## src/rtl/pipeline_ctrl_pkg.sv

```systemverilog
// Shared types and constants for the pipeline register sequencer.
// Holds the controller state encoding and the register-index width.
package pipeline_ctrl_pkg;

    localparam int REG_W = 5;

    typedef enum logic [1:0] {
        RUN,
        MEM_WAIT,
        DRAIN,
        HALTED
    } pipe_ctrl_state_t;

endpackage

```

## src/rtl/pipeline_ctrl_if.sv

```systemverilog
// Hazard/status inputs and register enable/flush outputs of pipeline_ctrl.
// master: pipeline side driving events; slave: the controller.
interface pipeline_ctrl_if
    import pipeline_ctrl_pkg::*;
#(
    parameter int CNT_W = 32
);
    logic             ihit;
    logic             dhit;
    logic             dmemREN_EX_MEM;
    logic             dmemWEN_EX_MEM;
    logic             MemRead_ID_EX;
    logic [REG_W-1:0] Rt_ID_EX;
    logic [REG_W-1:0] Rs_IF_ID;
    logic [REG_W-1:0] Rt_IF_ID;
    logic             redirect_EX_MEM;
    logic             halt_EX_MEM;
    logic             halt;

    logic             pc_enable;
    logic             enable_IF_ID;
    logic             enable_ID_EX;
    logic             enable_EX_MEM;
    logic             enable_MEM_WB;
    logic             flush_IF_ID;
    logic             flush_ID_EX;
    logic             flush_EX_MEM;
    logic             flush_MEM_WB;
    logic             halted;
    logic [CNT_W-1:0] stall_count;
    logic             dwait_timeout;

    modport master (
        output ihit, dhit, dmemREN_EX_MEM, dmemWEN_EX_MEM,
        output MemRead_ID_EX, Rt_ID_EX, Rs_IF_ID, Rt_IF_ID,
        output redirect_EX_MEM, halt_EX_MEM, halt,
        input  pc_enable,
        input  enable_IF_ID, enable_ID_EX, enable_EX_MEM, enable_MEM_WB,
        input  flush_IF_ID, flush_ID_EX, flush_EX_MEM, flush_MEM_WB,
        input  halted, stall_count, dwait_timeout
    );

    modport slave (
        input  ihit, dhit, dmemREN_EX_MEM, dmemWEN_EX_MEM,
        input  MemRead_ID_EX, Rt_ID_EX, Rs_IF_ID, Rt_IF_ID,
        input  redirect_EX_MEM, halt_EX_MEM, halt,
        output pc_enable,
        output enable_IF_ID, enable_ID_EX, enable_EX_MEM, enable_MEM_WB,
        output flush_IF_ID, flush_ID_EX, flush_EX_MEM, flush_MEM_WB,
        output halted, stall_count, dwait_timeout
    );

endinterface

```

## src/rtl/pipeline_ctrl_lu.sv

```systemverilog
// Load-use hazard detect: EX-stage load whose destination is read in ID.
// Ports: MemRead_ID_EX, Rt_ID_EX, Rs_IF_ID, Rt_IF_ID in; lu_hazard out.
module load_use_detect
    import pipeline_ctrl_pkg::*;
(
    input  logic             MemRead_ID_EX,
    input  logic [REG_W-1:0] Rt_ID_EX,
    input  logic [REG_W-1:0] Rs_IF_ID,
    input  logic [REG_W-1:0] Rt_IF_ID,
    output logic             lu_hazard
);

    // $zero is never a real dependency
    assign lu_hazard = MemRead_ID_EX
                    && (Rt_ID_EX != '0)
                    && ((Rt_ID_EX == Rs_IF_ID)
                     || (Rt_ID_EX == Rt_IF_ID));

endmodule

```

## src/rtl/pipeline_ctrl.sv

```systemverilog
// Pipeline register sequencer: enables/flushes, PC enable, halt, debug counters.
// Ports: CLK, RST (sync, active high), bus (pipeline_ctrl_if.slave).
module pipeline_ctrl
    import pipeline_ctrl_pkg::*;
#(
    parameter int DWAIT_MAX = 256,
    parameter int CNT_W     = 32
) (
    input logic            CLK,
    input logic            RST,
    pipeline_ctrl_if.slave bus
);

    localparam int WC_W = $clog2(DWAIT_MAX + 1);

    pipe_ctrl_state_t r_state;
    pipe_ctrl_state_t w_next;
    logic [WC_W-1:0]  r_wcnt;
    logic [CNT_W-1:0] r_stall;
    logic             r_tmo;

    logic       w_lu;
    logic       w_dwait;
    logic       w_pc;
    logic [3:0] w_en;
    logic [3:0] w_fl;

    load_use_detect u_lu (
        .MemRead_ID_EX (bus.MemRead_ID_EX),
        .Rt_ID_EX      (bus.Rt_ID_EX),
        .Rs_IF_ID      (bus.Rs_IF_ID),
        .Rt_IF_ID      (bus.Rt_IF_ID),
        .lu_hazard     (w_lu)
    );

    assign w_dwait = (bus.dmemREN_EX_MEM | bus.dmemWEN_EX_MEM)
                   & ~bus.dhit
                   & ((r_state == RUN) | (r_state == MEM_WAIT));

    always_ff @(posedge CLK) begin
        if (RST) r_state <= RUN;
        else     r_state <= w_next;
    end

    always_comb begin
        w_next = r_state;
        unique case (r_state)
            RUN, MEM_WAIT: begin
                if (w_dwait)              w_next = MEM_WAIT;
                else if (bus.halt_EX_MEM) w_next = DRAIN;
                else                      w_next = RUN;
            end
            DRAIN:   if (bus.halt) w_next = HALTED;
            HALTED:  w_next = HALTED;
            default: w_next = RUN;
        endcase
    end

    // en/fl bit order: {IF_ID, ID_EX, EX_MEM, MEM_WB}
    always_comb begin
        w_pc = 1'b0;
        w_en = 4'b0000;
        w_fl = 4'b0000;
        if (RST) begin
            w_fl = 4'b1111;
        end else begin
            unique case (r_state)
                RUN, MEM_WAIT: begin
                    priority case (1'b1)
                        w_dwait: begin
                            w_en = 4'b0001;
                            w_fl = 4'b0001;
                        end
                        // halt outranks redirect: no target load
                        bus.halt_EX_MEM: begin
                            w_en = 4'b1111;
                            w_fl = 4'b1110;
                        end
                        bus.redirect_EX_MEM: begin
                            w_pc = 1'b1;
                            w_en = 4'b1111;
                            w_fl = 4'b1110;
                        end
                        w_lu: begin
                            w_en = 4'b0111;
                            w_fl = 4'b0100;
                        end
                        ~bus.ihit: begin
                            w_en = 4'b1111;
                            w_fl = 4'b1000;
                        end
                        default: begin
                            w_pc = bus.ihit;
                            w_en = 4'b1111;
                        end
                    endcase
                end
                DRAIN:   w_en = 4'b0001;
                default: ;
            endcase
        end
    end

    always_ff @(posedge CLK) begin
        if (RST) begin
            r_wcnt  <= '0;
            r_stall <= '0;
            r_tmo   <= 1'b0;
        end else begin
            if (w_dwait) begin
                if (r_wcnt != WC_W'(DWAIT_MAX))
                    r_wcnt <= r_wcnt + WC_W'(1);
                // this wait cycle brings the count to DWAIT_MAX
                if (r_wcnt >= WC_W'(DWAIT_MAX - 1))
                    r_tmo <= 1'b1;
            end else begin
                r_wcnt <= '0;
            end
            if (!w_pc && (r_state != HALTED) && !(&r_stall))
                r_stall <= r_stall + CNT_W'(1);
        end
    end

    assign bus.pc_enable     = w_pc;
    assign bus.enable_IF_ID  = w_en[3];
    assign bus.enable_ID_EX  = w_en[2];
    assign bus.enable_EX_MEM = w_en[1];
    assign bus.enable_MEM_WB = w_en[0];
    assign bus.flush_IF_ID   = w_fl[3];
    assign bus.flush_ID_EX   = w_fl[2];
    assign bus.flush_EX_MEM  = w_fl[1];
    assign bus.flush_MEM_WB  = w_fl[0];
    assign bus.halted        = ~RST & (r_state == HALTED);
    assign bus.stall_count   = r_stall;
    assign bus.dwait_timeout = r_tmo;

endmodule

```

## src/flat_wrapper.sv

```systemverilog
// flat-port wrapper written by rule: the top's interface ports become plain ports
module pipeline_ctrl_flat import pipeline_ctrl_pkg::*;
#(
    parameter int DWAIT_MAX = 256,
    parameter int CNT_W     = 32
)
  (CLK, RST, bus_ihit, bus_dhit, bus_dmemREN_EX_MEM, bus_dmemWEN_EX_MEM, bus_MemRead_ID_EX, bus_Rt_ID_EX, bus_Rs_IF_ID, bus_Rt_IF_ID, bus_redirect_EX_MEM, bus_halt_EX_MEM, bus_halt, bus_pc_enable, bus_enable_IF_ID, bus_enable_ID_EX, bus_enable_EX_MEM, bus_enable_MEM_WB, bus_flush_IF_ID, bus_flush_ID_EX, bus_flush_EX_MEM, bus_flush_MEM_WB, bus_halted, bus_stall_count, bus_dwait_timeout);
  pipeline_ctrl_if #(.CNT_W(CNT_W)) bus_i ();
  input logic CLK;
  input logic RST;
  input wire logic [$bits(bus_i.ihit)-1:0] bus_ihit;
  input wire logic [$bits(bus_i.dhit)-1:0] bus_dhit;
  input wire logic [$bits(bus_i.dmemREN_EX_MEM)-1:0] bus_dmemREN_EX_MEM;
  input wire logic [$bits(bus_i.dmemWEN_EX_MEM)-1:0] bus_dmemWEN_EX_MEM;
  input wire logic [$bits(bus_i.MemRead_ID_EX)-1:0] bus_MemRead_ID_EX;
  input wire logic [$bits(bus_i.Rt_ID_EX)-1:0] bus_Rt_ID_EX;
  input wire logic [$bits(bus_i.Rs_IF_ID)-1:0] bus_Rs_IF_ID;
  input wire logic [$bits(bus_i.Rt_IF_ID)-1:0] bus_Rt_IF_ID;
  input wire logic [$bits(bus_i.redirect_EX_MEM)-1:0] bus_redirect_EX_MEM;
  input wire logic [$bits(bus_i.halt_EX_MEM)-1:0] bus_halt_EX_MEM;
  input wire logic [$bits(bus_i.halt)-1:0] bus_halt;
  output wire logic [$bits(bus_i.pc_enable)-1:0] bus_pc_enable;
  output wire logic [$bits(bus_i.enable_IF_ID)-1:0] bus_enable_IF_ID;
  output wire logic [$bits(bus_i.enable_ID_EX)-1:0] bus_enable_ID_EX;
  output wire logic [$bits(bus_i.enable_EX_MEM)-1:0] bus_enable_EX_MEM;
  output wire logic [$bits(bus_i.enable_MEM_WB)-1:0] bus_enable_MEM_WB;
  output wire logic [$bits(bus_i.flush_IF_ID)-1:0] bus_flush_IF_ID;
  output wire logic [$bits(bus_i.flush_ID_EX)-1:0] bus_flush_ID_EX;
  output wire logic [$bits(bus_i.flush_EX_MEM)-1:0] bus_flush_EX_MEM;
  output wire logic [$bits(bus_i.flush_MEM_WB)-1:0] bus_flush_MEM_WB;
  output wire logic [$bits(bus_i.halted)-1:0] bus_halted;
  output wire logic [$bits(bus_i.stall_count)-1:0] bus_stall_count;
  output wire logic [$bits(bus_i.dwait_timeout)-1:0] bus_dwait_timeout;
  assign bus_i.ihit = bus_ihit;
  assign bus_i.dhit = bus_dhit;
  assign bus_i.dmemREN_EX_MEM = bus_dmemREN_EX_MEM;
  assign bus_i.dmemWEN_EX_MEM = bus_dmemWEN_EX_MEM;
  assign bus_i.MemRead_ID_EX = bus_MemRead_ID_EX;
  assign bus_i.Rt_ID_EX = bus_Rt_ID_EX;
  assign bus_i.Rs_IF_ID = bus_Rs_IF_ID;
  assign bus_i.Rt_IF_ID = bus_Rt_IF_ID;
  assign bus_i.redirect_EX_MEM = bus_redirect_EX_MEM;
  assign bus_i.halt_EX_MEM = bus_halt_EX_MEM;
  assign bus_i.halt = bus_halt;
  assign bus_pc_enable = bus_i.pc_enable;
  assign bus_enable_IF_ID = bus_i.enable_IF_ID;
  assign bus_enable_ID_EX = bus_i.enable_ID_EX;
  assign bus_enable_EX_MEM = bus_i.enable_EX_MEM;
  assign bus_enable_MEM_WB = bus_i.enable_MEM_WB;
  assign bus_flush_IF_ID = bus_i.flush_IF_ID;
  assign bus_flush_ID_EX = bus_i.flush_ID_EX;
  assign bus_flush_EX_MEM = bus_i.flush_EX_MEM;
  assign bus_flush_MEM_WB = bus_i.flush_MEM_WB;
  assign bus_halted = bus_i.halted;
  assign bus_stall_count = bus_i.stall_count;
  assign bus_dwait_timeout = bus_i.dwait_timeout;
  pipeline_ctrl #(.DWAIT_MAX(DWAIT_MAX), .CNT_W(CNT_W)) u_core (.CLK(CLK), .RST(RST), .bus(bus_i));
endmodule
```

## config.mk

```make
export PLATFORM = sky130hd
export DESIGN_NAME = pipeline_ctrl_flat
export DESIGN_NICKNAME = d
export VERILOG_FILES = /design/src/rtl/pipeline_ctrl_pkg.sv /design/src/rtl/pipeline_ctrl_if.sv /design/src/rtl/pipeline_ctrl_lu.sv /design/src/rtl/pipeline_ctrl.sv /design/src/flat_wrapper.sv
export SDC_FILE = /design/constraint.sdc
export NUM_CORES = 1
export LEC_CHECK = 0
export ABC_CLOCK_PERIOD_IN_PS = 2900
export BUFFER_PORTS_ARGS = -buffer_cell sky130_fd_sc_hd__buf_4
export CAP_MARGIN = 0
export CORE_MARGIN = 5
export CORE_UTILIZATION = 52
export CTS_CLUSTER_SIZE = 14
export DETAILED_ROUTE_END_ITERATION = 8
export PLACE_DENSITY_LB_ADDON = 0.12
export SKIP_LAST_GASP = 1
export SYNTH_ARGS = -nofsm -noshare
export SYNTH_HDL_FRONTEND = slang
export SYNTH_SLANG_ARGS = --single-unit
```

## constraint.sdc

```tcl
create_clock -name CLK -period 2.9 [get_ports CLK]
set_clock_uncertainty 0.05 [all_clocks]
set_input_delay 0.435 -clock CLK [delete_from_list [all_inputs] [get_ports CLK]]
set_output_delay 0.435 -clock CLK [all_outputs]
set_load 0.005 [all_outputs]
```

# [Word level (Yosys, flattened, before mapping)]
# Cells that the tools add are included.
# W data, S select, Z words.
[word_totals] regBits=44 latch_bits=0 ram_bits=0 mem_bits_ro=0 inputBits=25 output_inout_bits=43 wordCells=60 memories=0
[op_classes] add_sub_neg=2 n_mul=0 div_mod_pow=0 n_lt_le_gt_ge=1 n_eq_ne=8 shift=0 mux=24 n_bitwise=8 reduce_logical=13
[ops] operator="$mux W4" count=12
[ops] operator="$add A32 B1 Y32 const B" count=1
[ops] operator="$reduce_and A32 Y1" count=1
[ops] operator="$eq A5 B5 Y1" count=2
[ops] operator="$add A9 B1 Y9 const B" count=1
[ops] operator="$ge A9 B8 Y1 const B" count=1
[ops] operator="$ne A9 B9 Y1 const B" count=1
[ops] operator="$pmux W4 S2" count=1
[ops] operator="$mux W1" count=7
[ops] operator="$mux W2" count=3
[ops] operator="$pmux W2 S3" count=1
[ops] operator="$reduce_bool A5 Y1" count=1
[ops] operator="$eq A2 B2 Y1 const B" count=2
[ops] operator="$logic_and A1 B1 Y1" count=4
[ops] operator="$ne A2 B2 Y1 const B" count=2
[ops] operator="$reduce_or A2 Y1" count=2
[ops] operator="$and A1 B1 Y1" count=3
[ops] operator="$not A1 Y1" count=3
[ops] operator="$eq A2 B1 Y1 const B" count=1
[ops] operator="$logic_not A1 Y1" count=2
[ops] operator="$logic_not A2 Y1" count=1
[ops] operator="$or A1 B1 Y1" count=2
[ops] operator="$reduce_and A2 Y1" count=1
[ops] operator="$logic_or A1 B1 Y1" count=1

# [Logic depth before layout (Yosys ltp)]
# Gate-level depths: netlist of the first run.
[logic_depth] depth_word=12 mapped_depth=9 depth_no_buf=8

# [Hierarchy]
# A second synthesis of the first run with hierarchy kept.
[unflattened] hier_cells=312 hier_area_um2=2511.2
[by_module_without_submodules] mod="pipeline_ctrl" instances=1 cells_each=295 area_per_inst_um2=2386.0 seq_area_each_um2=880.8
[by_module_without_submodules] mod="load_use_detect" instances=1 cells_each=17 area_per_inst_um2=125.1 seq_area_each_um2=0.0

# [Worst setup path after synthesis of the first run]
# Ideal clock, no wire load.
[synth_timing] kind="input port to flip-flop" startpoint="input bus_Rt_ID_EX[3]" endpoint="register u_core.r_stall[18], in the netlist u_core.bus.stall_count[18]" setup_time_ns=0.121 arrival_time_ns=2.018 required_time_ns=2.729 path_slack_ns=0.711 stages=7 path_buffers=1 path_cell_list="xor2_1 -> nor3_1 -> a22oi_1 -> o311a_1 -> buf_4 -> nor4b_1 -> mux2_2"
[synth_via] elab_chain_len=12 elab_cells_between_ends=15 classes_between="eq/ne (2); mux (6); reduce/logical (7)"
[synth_rtl] element="from (decl)" line="flat_wrapper.sv:16" source="input wire logic [$bits(bus_i.Rt_ID_EX)-1:0] bus_Rt_ID_EX;"
[synth_rtl] element="$eq A5 B5 Y1 (tied with other cells)" line="pipeline_ctrl_lu.sv:16" source="&& ((Rt_ID_EX == Rs_IF_ID)"
[synth_rtl] element="$logic_or A1 B1 Y1 or $logic_and A1 B1 Y1 (tied branches)" line="pipeline_ctrl_lu.sv:17, pipeline_ctrl_lu.sv:15"
[synth_rtl] element="$logic_and A1 B1 Y1 *" line="pipeline_ctrl_lu.sv:16"
[synth_rtl] element="$mux W1 * (4 in series)" line="pipeline_ctrl.sv:69" source="priority case (1'b1)"
[synth_rtl] element="$mux W1 *" line="pipeline_ctrl.sv:67" source="unique case (r_state)"
[synth_rtl] element="$mux W1 *" line="pipeline_ctrl.sv:64" source="if (RST) begin"
[synth_rtl] element="$logic_not A1 Y1 *" line="pipeline_ctrl.sv:119" source="if (!w_pc && (r_state != HALTED) && !(&r_stall))"
[synth_rtl] element="$logic_and A1 B1 Y1 * (2 in series)" line="pipeline_ctrl.sv:119"
[synth_rtl] element="to (signal assigned)" line="pipeline_ctrl.sv:120" source="r_stall <= r_stall + CNT_W'(1);"
[synth_rtl] element="to (decl)" line="pipeline_ctrl.sv:19" source="logic [CNT_W-1:0] r_stall;"
# Mark *: on every way between the ends. The rest lies on a longest branch, timed or not.
# A chain may end at the register's enable or synchronous reset.

# [Final worst setup path of the first run]
[layout_timing] startpoint="register u_core.r_stall[2], in the netlist u_core.bus.stall_count[2]" endpoint="register u_core.r_stall[3], in the netlist u_core.bus.stall_count[3]"
[layout_via] elab_chain_len=3 elab_cells_between_ends=4 classes_between="add/sub (1); reduce/logical (3)"
[layout_rtl] element="parallel branches: the longest is 3 deep, another holds $add A32 B1 Y32"
# Several ways; the timed one is not identified.

==> results of run 1 <==
==> worst max-delay path, cell delays in order, from the launching register on <==
cell	delay (ns)
dfxtp_1	0.46
nand4_2	0.16
nor4_4	0.53
nand3_1	0.28
nand2_2	0.38
buf_4	0.22
or4_1	0.12
a21oi_1	0.06
==> power breakdown <==
group / internal (mW) / switching (mW) / leakage, nW
logic: 0.0667 / 0.0726 / 0.813
registers: 0.612 / 0.0111 / 0.356
clock network: 0.256 / 0.207 / 0.0552
==> worst max-delay path by stage <==
stage | start | endpoint | slack (ns) | cells after the start
after floorplan | bus_Rt_ID_EX[3] | u_core.bus.stall_count[18] | 0.71 | 7
after global placement | bus_Rt_ID_EX[3] | u_core.bus.stall_count[18] | 0.49 | 8
after detailed placement | bus_Rt_ID_EX[3] | u_core.bus.stall_count[18] | 0.42 | 8
after CTS | u_core.bus.stall_count[2] | u_core.bus.stall_count[3] | 0.50 | 7
after global routing | u_core.bus.stall_count[2] | u_core.bus.stall_count[31] | 0.27 | 6
final | u_core.bus.stall_count[2] | u_core.bus.stall_count[3] | 0.51 | 7
==> state kept, by name, summed over array words and instances (netlist names) <==
name / flops
u_core.bus.dwait_timeout: 1
u_core.bus.stall_count: 32
u_core.r_state: 2
u_core.r_wcnt: 9
==> cells in the final DEF (no fill, tap or decap), types with 10 or more instances in the layout <==
cell type | Yosys | routed
a21oi_1 | 30 | 30
o31ai_1 | 17 | 17
or3_1 | 10 | 10
nor2_1 | 38 | 38
or4_1 | 17 | 17
dfxtp_1 | 44 | 44
buf_4 | 3 | 70
nand4_1 | 13 | 13
o21ai_0 | 11 | 11
nand2_1 | 20 | 20
xor2_1 | 13 | 13
nand3_1 | 17 | 17
==> cells by family (layout without fill, tap and decap cells) <==
kind of cell / count (synthesis) / after routing
flip-flops: 44 / 44
multiplexers: 6 / 6
buffers and inverters: 26 / 87
adder cells (fa/ha/maj): 4 / 4
XOR/XNOR: 15 / 15
AO/OA/AOI/OAI: 69 / 69
AND/OR/NAND/NOR: 152 / 152
==> area by class of cell <==
type | count | area [um^2] | share of cell area
Clock buffer | 6 | 72.6 | 0.0232
Sequential cell | 44 | 881 | 0.281
Clock inverter | 2 | 35.0 | 0.0112
Multi-Input combinational cell | 246 | 1500 | 0.479
Tap cell | 54 | 67.6 | 0.0216
Timing Repair Buffer | 71 | 546 | 0.174
Inverter | 8 | 30.0 | 0.00959
==> routing by layer <==
| layer | GRT usage | part of all wire | up-vias |
|---|---|---|---|
| met5 | 0 | 0 | - |
| met4 | 0.0481 | 0.013 | 0 |
| met3 | 0.0643 | 0.073 | 9 |
| met2 | 0.326 | 0.47 | 71 |
| met1 | 0.242 | 0.44 | 1165 |
| li1 | - | - | 1287 |
==> metrics.cfg, run 1 <==
[placed_design]
dpl_cell_area_mm2 = 0.00302
dpl.hpwl_um = 4440
port_buffers = 67
place_inst = 423
post-place-ws_ns = 0.423
place_congestion = 0.808

[floorplanning]
die_h_um = 79.4
start_util = 0.534
std_cell_rows = 25
die_x_um = 79.4
die-area_mm2 = 0.00631
io_pins = 68
core_mm2 = 0.00469

[global_routing]
track_usage = 0.195
grt_start_max_net_pins = 61
grt_pass1_wl_um = 10300
gr-total-overflow = 0
antenna_found_initial = 0
grt_pass1_vias = 2361

[setup_path]
critPathLaunchType = flop
r2r_cells = 7
cp_max_fo = 21
timing_worst_setup_path_type = reg -> reg
cp-end-kind = flop
rrSetupSlack_ns = 0.51
cp_data_required_time_ns = 3.01
crit_arrival_ns = 2.51
r2r-start = u_core.bus.stall_count[2]
reg2reg_to = u_core.bus.stall_count[3]

[layout]
n_fill_cell = 407
diodes = 0
finish.utilization = 0.667
layout.nets = 405
drive_gt1_frac = 0.233
design_area_mm2 = 0.00313
final_cell_count_no_fill = 431
syn_to_final_growth_pct = 25.0

[synth]
synth_area_leaders = dfxtp_1 (35%), a21oi_1 (6.0%), nor2_1 (5.7%)
avgSynthCellArea_um2 = 7.93
synth_edf_count = 0
synthArstFlopShare = 0
synth_compound_area_frac = 0.167
yosys_warnings = 0
synth_mux_area_frac = 0.0270
netlist_instances = 316
synth_xor_area_frac = 0.0524
ys_seq_area_frac = 0.351
synth_common_cells = dfxtp_1 (44), nor2_1 (38), a21oi_1 (30)
synth_fp_nets = 345
synth_seq_cells = 44
yosysTopAreaCellShare = 0.351
syn-cell-area_mm2 = 0.00251
yosysMostFrequentCell = dfxtp_1
yosysUniqueCellTypes = 42
yosysTopAreaCell = dfxtp_1
synthFlopType = dfxtp_1
yosys.area_share.simple = 0.332
synth_top_family_by_area = simple AND/OR/NAND/NOR gates
synthAdderAreaFrac = 0.0200

[drt]
wire_per_inst_um = 14.1
drc = 0
ant_nets = 0
dr.pass1.iters = 4
avgViaCountPerCell = 5.87
wl_um = 6070
vias = 2532
drt_iter0_drc = 127

[min_path]
hp-class = in -> reg
holdPathStages = 3
min_to = u_core.r_state[1]
min-delay-start = bus_halt_EX_MEM

[clock_network]
postCtsSetupBuffers = 0
cts_tree = done
clk_latency_ns = 0.29
cts_buffers = 5
cts_sinks = 44
htree_levels = 2
cts_root_buffer = clkbuf_8
cts_max_path_buffers = 2
cts_resized = 0
clk_pin_slew_worst_paths_ns = 0.08
cts_hold_buffers = 0

[power]
static-leakage-power_nw = 1.22
p_total_mw = 1.22
power_density_mw_per_mm2 = 391
ir_drop_mv = 0.247

[timing]
hold_violations = 0
min_period_ns = 2.39
tns_ns = 0
setup_ws_ns = 0.507
worst_pin_slew_ns = 0.479
setup_violations = 0
relSlewSlack = 0.678
fin_crit_sh = 0.825
whs_ns = 0.320
rsz0062_at_grt = no
fmax_mhz = 418
slew_violations = 0

[status]
status = finished clean

[job]
max_cap_violations = 0

No activity file was read; power rests on OpenSTA's default activity.
==> run 2, diff against run 1 <==
- ABC_CLOCK_PERIOD_IN_PS: 2900 -> 2100
- CORE_UTILIZATION: 52 -> 47
- clock period: 2.9 -> 2.1 ns (I/O delays scaled with it)
==> run 2 against run 1 <==
  * Combinational power increased by 88%
  * Routed wire length increased by 24%
  * Flip-flop and latch count unchanged
  * Die area increased by 9.3%
  * Sequential power increased by 38%
  * Count of clock-buffer cells in the layout unchanged
  * Design area increased by 20%
  * Register-to-register slack got worse by 0.48 ns
  * Utilization increased by 6.1 points
  * Critical endpoint is now u_core.bus.stall_count[22]
  * Largest power group unchanged
==> metrics.cfg, run 2 (synthesis gave the netlist of run 1 again) <==
[timing]
slew_violations = 0
min_period_ns = 2.07
relSlewSlack = 0.679
tns_ns = 0
setup_violations = 0
fin_crit_sh = 0.986
fmax_mhz = 483
whs_ns = 0.214
rsz0062_at_grt = yes
worst_pin_slew_ns = 0.482
hold_violations = 0
setup_ws_ns = 0.0298

[drt]
route.met2.wl_um = 3770
dr.pass1.iters = 5
wire_per_inst_um = 15.1
ant_nets = 0
drc = 0
drt-met1-wl_um = 3190
drt_iter0_drc = 174
vias = 2826
avgViaCountPerCell = 5.65
highest_layer = met4
wl_um = 7550
wl_met3_um = 496

[power]
seqPwrFrac = 0.472
power_density_mw_per_mm2 = 485
p_int_mw = 1.37
ir_drop_mv = 0.293
switching_power_mw = 0.448
swShare = 0.247
static-leakage-power_nw = 1.55
combPwrFrac = 0.144
clkPwrFrac = 0.384

[layout]
layout.nets = 458
drive_gt1_frac = 0.391
final_cell_mix = buf_4 (116), dfxtp_1 (42), nor2_1 (38)
largest_reg_flops = 32
diodes = 0
syn_to_final_growth_pct = 49.4
finish.utilization = 0.728
design_area_mm2 = 0.00374
final_common_cell = buf_4

[clock_network]
cts_sinks = 44
cts_hold_buffers = 0
cts_max_path_buffers = 2
cts_root_buffer = clkbuf_8
cts_buffers = 5
clk_latency_ns = 0.31
clk_pin_slew_worst_paths_ns = 0.09
htree_levels = 2
cts_tree = done

[placed_design]
dpl.hpwl_um = 5360
dpl_cell_area_mm2 = 0.00340
port_buffers = 67
place_congestion = 0.865
post-place-ws_ns = -0.290

[setup_path]
timing_worst_setup_path_type = reg -> reg
r2r-start = u_core.bus.stall_count[3]
crit_family = simple AND/OR/NAND/NOR gates
critPathLaunchType = flop
cp_slowest_cell = nor4_4
path_cells = nand4_4 > nor4_4 > buf_4 > nand4_1 > or3_1 > or3_1 > a21oi_1
critical_path.max_stage_delay_ns = 0.40
cp_data_required_time_ns = 2.30
cpMostUsedCell = or3_1
cp-end-kind = flop
path_buf_inv = 1
crit_arrival_ns = 2.27
cp_max_fo = 4
critPathLaunch = u_core.bus.stall_count[3]

[floorplanning]
core_mm2 = 0.00514
die_x_um = 83.0
die-area_mm2 = 0.00689
std_cell_rows = 26
start_util = 0.488
io_pins = 68
die_h_um = 83.0

[min_path]
min-delay-start = bus_halt_EX_MEM
hp-class = in -> reg

[global_routing]
gr-total-overflow = 0
grt_start_max_net_pins = 45
antenna_found_initial = 0
grt_pass1_vias = 2659
track_usage = 0.200
grt_pass1_wl_um = 11800

[job]
max_cap_violations = 0

[status]
status = finished clean

## run 2: power groups by stage
stage	logic [mW]	clock network (mW)	registers, mW
2_1_floorplan	0.105	0	0.874
5_1_grt	0.288	0.741	0.858
6_report	0.261	0.698	0.857
3_3_place_gp	0.222	0	0.874
4_1_cts	0.237	0.709	0.855
3_5_place_dp	0.227	0	0.875
## run 2: layout make-up
type	count	area, um^2
well taps	70	87.6
fillers	415	1400
inverters	8	30.0
flip-flops and latches	44	883
multi-input cells	246	1620
repair buffers	124	997
clock inverters	2	38.8
clock buffers	6	82.6
## run 2: final timing paths
path                                                   end  slack (ns)  cells after the start
worst max-delay path            u_core.bus.stall_count[22]        0.03                      7
worst min-delay path                     u_core.r_state[1]        0.21                      3
worst max register to register  u_core.bus.stall_count[22]        0.03                      7
worst min register to register    u_core.bus.dwait_timeout        0.44                      2
## run 2: per-layer routing
| layer | GRT usage | up-vias |
|---|---|---|
| met5 | 0 | - |
| met2 | 0.355 | 99 |
| met4 | 0.0550 | 0 |
| met1 | 0.234 | 1331 |
| li1 | - | 1384 |
| met3 | 0.0545 | 12 |
## run 2: metrics by stage
| stage | cells | power [mW] |
|---|---|---|
| after CTS | 496 | 1.80 |
| after global routing | 500 | 1.89 |
| after global placement | 486 | 1.10 |
| after floorplan | 316 | 0.979 |
| final | 500 | 1.82 |
| after detailed placement | 486 | 1.10 |
## run 2: worst register-to-register path, cell delays in order (launching register included)
cell	delay, ns
dfxtp_1	0.38
nand4_4	0.13
nor4_4	0.40
buf_4	0.19
nand4_1	0.08
or3_1	0.33
or3_1	0.31
a21oi_1	0.14
## run 2: timing repair
action / CTS / global route
setup endpoints to repair: 1 / 28
buffers inserted: 2 / 4
cloned: 0 / 2
pin swaps: 9 / 23
gates resized for setup: 8 / 27
==> run 3, diff against run 2 <==
- CORE_UTILIZATION: 47 -> 49
- CTS_BUF_LIST: default -> sky130_fd_sc_hd__clkbuf_2 sky130_fd_sc_hd__clkbuf_4 sky130_fd_sc_hd__clkbuf_8
==> run 3 against run 2 <==
  * Design area shrank 4.1%
  * Critical path type is now in -> out
  * Flip-flop and latch count unchanged
  * Utilization down 1.6 points
  * Register-to-register slack gained 0.07 ns
  * Worst hold slack got worse by 0.030 ns
  * Power decreased by 2.4%
==> metrics.cfg, run 3 (synthesis gave the netlist of run 1 again) <==
[layout]
finish.utilization = 0.712
drive_gt1_frac = 0.344
layout.nets = 453
diodes = 0
design_area_mm2 = 0.00359
largest_reg_flops = 32
final_cell_mix = buf_4 (115), dfxtp_1 (43), nor2_1 (38)
final_common_cell = buf_4
syn_to_final_growth_pct = 43.2

[placed_design]
dpl.hpwl_um = 5380
dpl_cell_area_mm2 = 0.00341
port_buffers = 67
place_congestion = 0.895

[timing]
fmax_mhz = 488
fin_crit_sh = 0.975
min_period_ns = 2.05
worst_pin_slew_ns = 0.399
hold_violations = 0
whs_ns = 0.184
rsz0062_at_grt = yes
relSlewSlack = 0.734
setup_violations = 0
slew_violations = 0

[clock_network]
cts_root_buffer = clkbuf_8
cts_tree = done
clk_pin_slew_worst_paths_ns = 0.09
htree_levels = 2
cts_buffers = 5
cts_max_path_buffers = 2
clk_latency_ns = 0.30
cts_hold_buffers = 0
cts_sinks = 44

[global_routing]
grt_start_max_net_pins = 37
track_usage = 0.217
antenna_found_initial = 0
grt_pass1_wl_um = 11500
gr-total-overflow = 0
grt_pass1_vias = 2604

[power]
swShare = 0.251
clkPwrFrac = 0.383
power_density_mw_per_mm2 = 494
p_int_mw = 1.33
ir_drop_mv = 0.324
static-leakage-power_nw = 1.49
switching_power_mw = 0.446
seqPwrFrac = 0.482
p_total_mw = 1.77
combPwrFrac = 0.135

[setup_path]
crit_arrival_ns = 1.68
reg2reg_to = u_core.bus.stall_count[22]
crit_path_end = bus_pc_enable
cp-end-kind = output port
r2r_cells = 6
r2r-start = u_core.bus.stall_count[27]
cp_max_fo = 6
rrSetupSlack_ns = 0.10
cp_data_required_time_ns = 1.74
critPathLaunch = bus_Rt_ID_EX[0]
timing_worst_setup_path_type = in -> out
critPathLaunchType = input pin

[status]
status = finished clean

[drt]
ant_nets = 0
avgViaCountPerCell = 5.60
wl_met3_um = 390
drc = 0
wl_um = 7040
drt_iter0_drc = 122
wire_per_inst_um = 14.2
route.met2.wl_um = 3660
drt-met1-wl_um = 2900
highest_layer = met4
vias = 2774
dr.pass1.iters = 4

[floorplanning]
core_mm2 = 0.00504
die_x_um = 81.5
start_util = 0.497
die-area_mm2 = 0.00664
io_pins = 68
std_cell_rows = 26
die_h_um = 81.5

[job]
max_cap_violations = 0

[min_path]
hp-class = in -> reg

[run 3: through the flow]
step | cells | TNS [ns] | setup slack, ns
CTS | 493 | -0.00177 | -0.00177
finish | 495 | 0 | 0.0524
global route | 495 | -0.0793 | -0.0322
detailed placement | 484 | -4.89 | -0.256
global placement | 484 | -4.58 | -0.212
floorplan | 316 | 0 | 0.0168
[run 3: worst max-delay path, stage by stage]
cell and delay, ns:
buf_4 0.12, or4_4 0.52, o21ai_2 0.14, o311a_1 0.23
buf_12 0.14, buf_6 0.10, buf_4 0.10
[run 3: what timing repair did]
item	in CTS	in global routing
resized for setup	3	8
setup endpoints to repair	2	22
buffers inserted	1	2
pin swaps	2	4
[run 3: area by class of cell]
| class | count | area [um^2] |
|---|---|---|
| inverters | 8 | 30.0 |
| multi-input cells | 246 | 1540 |
| flip-flops and latches | 44 | 882 |
| clock inverters | 3 | 46.3 |
| clock buffers | 5 | 68.8 |
| repair buffers | 119 | 935 |
| fillers | 423 | 1450 |
| well taps | 70 | 87.6 |
[run 3: power groups by stage]
stage	Combinational, mW	Clock (mW)	Sequential (mW)
floorplan	0.105	0	0.874
global placement	0.231	0	0.874
detailed placement	0.235	0	0.874
CTS	0.239	0.684	0.855
global route	0.264	0.733	0.857
finish	0.239	0.679	0.855
[run 3: metal layers]
metal / vias up / global-route usage
met4: 0 / 0.0422
li1: 1381 / -
met1: 1301 / 0.256
met3: 12 / 0.0439
met2: 80 / 0.403
met5: - / 0
[run 3: worst min-delay path by stage]
stage,depth (start not counted),slack [ns],to,start
2_1_floorplan,2,0.38,u_core.r_state[1],bus_halt_EX_MEM
3_3_place_gp,2,0.41,u_core.bus.dwait_timeout,u_core.bus.dwait_timeout
3_5_place_dp,2,0.42,u_core.bus.dwait_timeout,u_core.bus.dwait_timeout
4_1_cts,3,0.19,u_core.r_state[1],bus_halt_EX_MEM
5_1_grt,2,0.18,u_core.bus.stall_count[29],RST
6_report,3,0.18,u_core.r_state[1],bus_halt_EX_MEM
